[config.mk]
export PLATFORM = sky130hd
export DESIGN_NAME = multi_timer
export DESIGN_NICKNAME = d
export VERILOG_FILES = /design/src/rtl/multi_timer.sv
export SDC_FILE = /design/constraint.sdc
export NUM_CORES = 1
export LEC_CHECK = 0
export CAP_MARGIN = 20
export CORE_MARGIN = 1
export CORE_UTILIZATION = 25
export CTS_BUF_LIST = sky130_fd_sc_hd__clkbuf_8
export CTS_CLUSTER_SIZE = 30
export DETAILED_ROUTE_END_ITERATION = 16
export SYNTH_ARGS = -nofsm -noshare
export SYNTH_HDL_FRONTEND = slang
export SYNTH_SLANG_ARGS = --single-unit
[constraint.sdc]
create_clock -name clk -period 2.9 [get_ports clk]
set_input_delay 0.29 -clock clk [delete_from_list [all_inputs] [get_ports clk]]
set_output_delay 0.29 -clock clk [all_outputs]
set_load 0.01 [all_outputs]
[src/rtl/multi_timer.sv]
// Multi-channel countdown timer with a shared prescaler.
// Per channel: load/cancel strobes, pause hold, one-shot or periodic mode.
//
// Ports:
//   clk, rst_n    clock, asynchronous active-low reset
//   load          per-channel load strobe
//   load_value    per-channel start value, channel i at [i*WIDTH +: WIDTH]
//   mode          per-channel mode latched at load (0 one-shot, 1 periodic)
//   pause         per-channel level hold
//   cancel        per-channel abort strobe
//   count         per-channel registered count, same packing as load_value
//   busy          channel in RUN or PAUSED
//   expired       channel in EXPIRED
//   done          one-clock pulse when a channel reaches zero
module multi_timer #(
   parameter int WIDTH    = 19,
   parameter int CHANNELS = 4,
   parameter int PRESCALE = 1
) (
   input  logic                      clk,
   input  logic                      rst_n,
   input  logic [CHANNELS-1:0]       load,
   input  logic [CHANNELS*WIDTH-1:0] load_value,
   input  logic [CHANNELS-1:0]       mode,
   input  logic [CHANNELS-1:0]       pause,
   input  logic [CHANNELS-1:0]       cancel,
   output logic [CHANNELS*WIDTH-1:0] count,
   output logic [CHANNELS-1:0]       busy,
   output logic [CHANNELS-1:0]       expired,
   output logic [CHANNELS-1:0]       done
);

   // Bit 1 is the busy flag; EXPIRED is the only state with 01.
   typedef enum logic [1:0] {
      IDLE    = 2'b00,
      EXPIRED = 2'b01,
      RUN     = 2'b10,
      PAUSED  = 2'b11
   } state_t;

   localparam int PW = (PRESCALE > 1) ? $clog2(PRESCALE) : 1;
   localparam logic [PW-1:0] PMAX = PW'(PRESCALE - 1);
   localparam logic [WIDTH-1:0] ONE = WIDTH'(1);

   logic [PW-1:0]    psc_q;
   logic             tick;

   state_t           st_q   [CHANNELS];
   logic [WIDTH-1:0] cnt_q  [CHANNELS];
   logic [WIDTH-1:0] rld_q  [CHANNELS];
   logic [CHANNELS-1:0] mode_q;
   logic [CHANNELS-1:0] done_q;

   assign tick = (psc_q == PMAX);

   always_ff @(posedge clk or negedge rst_n) begin
      if (!rst_n) begin
         psc_q <= '0;
      end else if (tick) begin
         psc_q <= '0;
      end else begin
         psc_q <= psc_q + PW'(1);
      end
   end

   always_ff @(posedge clk or negedge rst_n) begin
      if (!rst_n) begin
         mode_q <= '0;
         done_q <= '0;
         for (int i = 0; i < CHANNELS; i++) begin
            st_q[i]  <= IDLE;
            cnt_q[i] <= '0;
            rld_q[i] <= '0;
         end
      end else begin
         for (int i = 0; i < CHANNELS; i++) begin
            done_q[i] <= 1'b0;
            if (cancel[i]) begin
               st_q[i]  <= IDLE;
               cnt_q[i] <= '0;
            end else if (load[i]) begin
               mode_q[i] <= mode[i];
               rld_q[i]  <= load_value[i*WIDTH +: WIDTH];
               if (load_value[i*WIDTH +: WIDTH] == '0) begin
                  // Zero-length interval expires at once.
                  st_q[i]   <= EXPIRED;
                  cnt_q[i]  <= '0;
                  done_q[i] <= 1'b1;
               end else begin
                  st_q[i]  <= RUN;
                  cnt_q[i] <= load_value[i*WIDTH +: WIDTH];
               end
            end else begin
               unique case (st_q[i])
                  RUN, PAUSED: begin
                     // Pause wins over a tick; leaving pause
                     // applies that cycle's tick.
                     st_q[i] <= pause[i] ? PAUSED : RUN;
                     if (!pause[i] && tick) begin
                        if (cnt_q[i] == ONE) begin
                           done_q[i] <= 1'b1;
                           if (mode_q[i]) begin
                              cnt_q[i] <= rld_q[i];
                           end else begin
                              cnt_q[i] <= '0;
                              st_q[i]  <= EXPIRED;
                           end
                        end else begin
                           cnt_q[i] <= cnt_q[i] - ONE;
                        end
                     end
                  end
                  default: ;
               endcase
            end
         end
      end
   end

   for (genvar g = 0; g < CHANNELS; g++) begin : g_out
      assign count[g*WIDTH +: WIDTH] = cnt_q[g];
      assign busy[g]    = st_q[g][1];
      assign expired[g] = (st_q[g] == EXPIRED);
   end

   assign done = done_q;

endmodule

==> Word-level counts from Yosys, hierarchy flattened <==
Index checks and enable logic that the tools add are counted.
{ "totals": {"ff_bits": 169, "input_bits": 94, "word_cells": 161} }
{ "classes": {"addsub": 5, "eq_ne": 16, "n_mux": 85, "bitwise": 5, "n_reduce_logical": 32} }
{ "ops": {"columns": ["operator", "n"], "rows": [
  ["$mux W19", 28],
  ["$eq A19 B1 Y1 const B", 4],
  ["$logic_not A19 Y1", 4],
  ["$sub A19 B1 Y19 const B", 4],
  ["$mux W2", 28],
  ["$mux W1", 29],
  ["$reduce_bool A3 Y1", 8],
  ["$eq A2 B2 Y1 const B", 8],
  ["$reduce_and A2 Y1", 8],
  ["$eq A2 B1 Y1 const B", 4],
  ["$reduce_or A2 Y1", 4],
  ["$not A1 Y1", 5],
  ["$logic_and A1 B1 Y1", 4],
  ["$logic_not A1 Y1", 4],
  ["$add A1 B1 Y1 const B", 1]
]} }

==> Longest topological paths before layout <==
{ "logic_depth": {"ltp_word": 7, "mapped_depth": 9, "ltp_nobuf": 7} }

==> Worst setup path before layout <==
No wires, ideal clock.
{ "synth_path": {"path_type": "register -> register", "startpoint": "reg cnt_q (netlist bit count[72])", "endpoint": "reg cnt_q (netlist bit count[70])", "setup_ns": 0.125, "arrival_ns": 2.301, "required_ns": 2.775, "path_slack_ns": 0.474, "path_stages_with_launch": 6, "path_cell_list": "dfrtp_1 or4_1 or2_2 nor3_4 mux2_2 a2111oi_0"} }
{ "synth_between": {"elab_chain_len": 6} }
{ "synth_rtl": {"columns": ["item", "line_no", "source"], "rows": [
  ["start, declared", "49", "logic [WIDTH-1:0] cnt_q [CHANNELS];"],
  ["start signal, assigned by index", "91", "cnt_q[i] <= load_value[i*WIDTH +: WIDTH];"],
  ["start signal, assigned by index", "103", "cnt_q[i] <= rld_q[i];"],
  ["start signal, assigned by index", "109", "cnt_q[i] <= cnt_q[i] - ONE;"],
  ["$eq A19 B1 Y1", "100", "if (cnt_q[i] == ONE) begin"],
  ["$mux W19", "100", null],
  ["$mux W19", "99", "if (!pause[i] && tick) begin"],
  ["$mux W19", "94", "unique case (st_q[i])"],
  ["$mux W19", "81", "end else if (load[i]) begin"],
  ["$mux W19", "78", "if (cancel[i]) begin"]
]} }
Every way passes these cells. The select of a mux whose other input is x is not followed.
A chain may end at the register's enable or synchronous reset.

==> Final worst setup path <==
{ "layout_path": {"startpoint": "reg cnt_q (netlist bit count[39])", "endpoint": "reg cnt_q (netlist bit count[44])"} }
{ "layout_between": {"elab_chain_len": 6} }
{ "layout_rtl": {"columns": ["item", "line_no"], "rows": [
  ["$sub A19 B1 Y19 / $eq A19 B1 Y1 (equally long branches)", "109, 100"],
  ["$mux W19 (*)", "100"],
  ["$mux W19 (*)", "99"],
  ["$mux W19 (*)", "94"],
  ["$mux W19 (*)", "81"],
  ["$mux W19 (*)", "78"]
]} }
Every way passes the cells marked *; elsewhere a longest branch is shown, timed or not. The select of a mux whose other input is x is not followed.

==> impl_metrics.toml <==
[outcome]
status = "completed"

[layout]
final_util_pct = 32.6
drive_gt1_share_pct = 14.3
final_common_cell = "nand2_1"
area_delta_synth_final_pct = 28.7
nets = 1429
design_area_sq_um = 13300
layout_common_cells = "nand2_1, clkdlybuf4s50_1, dfrtp_1"

[floorplanning]
std_cell_rows = 74
initial_core_util_pct = 25.3
die_h_microns = 205
io_pins = 182
dieWidth_microns = 205
die-area_sq_um = 42100
core_sq_um = 40700

[route]
vias = 9721
dr.pass1.iters = 6
drt-total-wl_microns = 34500
avgViaCountPerCell = 5.19
wl_per_cell_microns = 18.4
ant_nets = 0
drtIter0Drc = 764
drcViolationCount = 0

[power_and_ir_drop]
p_leak_nw = 5.34
comb_power_share_pct = 25.6
p_sw_w = 0.00216
p_int_w = 0.00417
p_clk_share_pct = 29.0
power.share.switching_pct = 34.2
p_per_area_nw_per_um2 = 477
seq_power_share_pct = 45.4
ir_worst_vdd_v = 0.000571

[grt]
grt_pass1_vias = 9587
grt_usage_pct = 16.7
overflow = 0
grt_pass1_wl_microns = 55000
antenna_found_initial = 2
grt_max_degree = 60

[synth]
syn_avg_cell_area_sq_um = 9.01
synth_area_sq_um = 10300
dominantRegCellSynth = "dfrtp_1"
synth_edf_count = 0
synthTopCellsByArea = "dfrtp_1, nand2_1, mux2_2"
syn-instance-count = 1145
synth_top_cell_by_area = "dfrtp_1"
synthDistinctLibCells = 83
yosys_warnings = 0
syn_nets = 1247
synth_top_area_share_pct = 40.8
ys_seq_area_share_pct = 40.8
ys_ff_latch = 168
async_flop_share_pct = 100

[placement]
io_buffer_count = 181
place.gp.congestion = 0.889
place_area_sq_um = 12800
dp_hpwl_microns = 25200
preCtsSetupSlack_ns = 0.362

[timing]
timing.hold.ws_ns = 0.297
skew_ns = 0.0188
tightestPinTransition_ns = 1.10
fin_ws_ns = 0.341
rsz0062_at_grt = "false"
drv_slew = 0
post-route-period-util_pct = 88.2
maxSlewHeadroom_pct = 26.2
fin_crit_ns = 2.56
finalHoldViolCount = 0
tns_ns = 0
finalSetupViolCount = 0
clock.fmax_ghz = 0.391

[clock_network]
cts_tree = "done"
clk_latency_ns = 0.52
cts_buffers = 17
post-cts-setup-buffers = 0
ctsRootBufferMaster = "clkbuf_8"
cts.hold.buffers_added = 1
cts.clk_slew.worst_paths_ns = 0.11
cts_htree_levels = 4
clk_path_buf_depth = 2
cts_resized = 0
cts_sinks = 168

[critical_path]
critPathRequiredTime_ns = 3.32
critPathBufInv = 1
cp-start-kind = "flip-flop"
path_max_fanout = 10
cp_data_arrival_time_ns = 2.98
cp-end-kind = "flip-flop"
crit_type = "flip-flop to flip-flop"
critPathMaxStageDelay_ns = 0.51
critical-path-top-delay-family = "simple AND/OR/NAND/NOR gates"
crit_slowest_cell = "or3_1"
critical_path.cell_chain = "inv_1, ha_1, or4b_4, or3_1, nor2_8, mux2_2, o21ai_0"

[worst_hold_path]
hold_class = "primary input to asynchronous set/reset pin"

[run]
maxCapViolations = 0
[per-stage QoR]
| step | power (W) | cells |
|---|---|---|
| global placement | 0.00452 | 1839 |
| floorplan | 0.00378 | 1145 |
| CTS | 0.00640 | 1872 |
| finish | 0.00633 | 1873 |
| global route | 0.00668 | 1872 |
| detailed placement | 0.00454 | 1839 |
[Yosys cell counts (7+ instances only)]
cell type and n:
xor2_1 27, nand3_1 29, nor2b_1 10, or3_1 9, a211oi_1 21, buf_6 7
o31ai_1 21, dfrtp_1 168, o21ai_0 40, nor2_1 63, xnor2_1 24, o211ai_1 9
nand4_1 19, inv_1 42, nand2_1 192, buf_4 7, clkbuf_1 52, a221oi_2 7
ha_1 8, a31oi_1 24, mux2_2 50, nor4_1 27, or4_1 8, nand2b_1 8
a211o_1 8, a21oi_1 77, a22oi_1 16, a311oi_1 7, nor3_1 40
[registers in the layout (all words and copies together), names as in the netlist]
register / count
mode_q: 4
count: 76
busy: 4
st_q: 4
done: 4
rld_q: 76
[cell type report]
class,instances,area [sq um]
timing repair buffer,241,2290
tap,532,666
inverter,42,158
fill,4222,27500
clock inverter,15,181
multi-input combinational,857,5540
clock buffer,17,234
antenna,1,2.50
sequential,168,4200
[power groups by stage]
stage	clock network, W	registers (W)	logic (W)
2_1_floorplan	0	0.00284	0.000938
3_3_place_gp	0	0.00291	0.00161
3_5_place_dp	0	0.00291	0.00162
4_1_cts	0.00190	0.00287	0.00163
5_1_grt	0.00198	0.00292	0.00178
6_report	0.00183	0.00287	0.00162
[metal layers]
| layer | GRT usage, % | share of wire, % | vias up |
|---|---|---|---|
| li1 | - | - | 4556 |
| met1 | 22.1 | 44 | 4732 |
| met2 | 25.8 | 46 | 356 |
| met3 | 4.41 | 6.7 | 73 |
| met4 | 6.75 | 3.4 | 4 |
| met5 | 0 | 0.075 | - |
[final timing paths]
| check | start | end | slack [ns] | cells after the start |
|---|---|---|---|---|
| setup / recovery | count[39] | count[44] | 0.34 | 7 |
| hold / removal | rst_n | rld_q[16] | 0.30 | 2 |
| setup reg to reg | count[39] | count[44] | 0.34 | 7 |
| hold reg to reg | rld_q[36] | rld_q[36] | 0.47 | 2 |
| max in group asynchronous | rst_n | rld_q[37] | 1.79 | 3 |
| min in group clk | mode[1] | mode_q[1] | 0.30 | 3 |
[kinds of logic (layout without fill, tap and decap cells)]
kind of cell | Yosys count | in the layout | share of synthesized area, %
xor gates and xnor gates | 51 | 51 | 4.33
AOI/OAI and AO/OA | 288 | 288 | 19.6
adders and majority gates | 8 | 8 | 0.970
buffers and inverters | 120 | 315 | 5.63
other | 0 | 1 | 0
and+or+nand+nor | 453 | 453 | 22.4
DFF | 168 | 168 | 40.8
muxes | 57 | 57 | 6.28
Power figures use the tool's default switching activity.
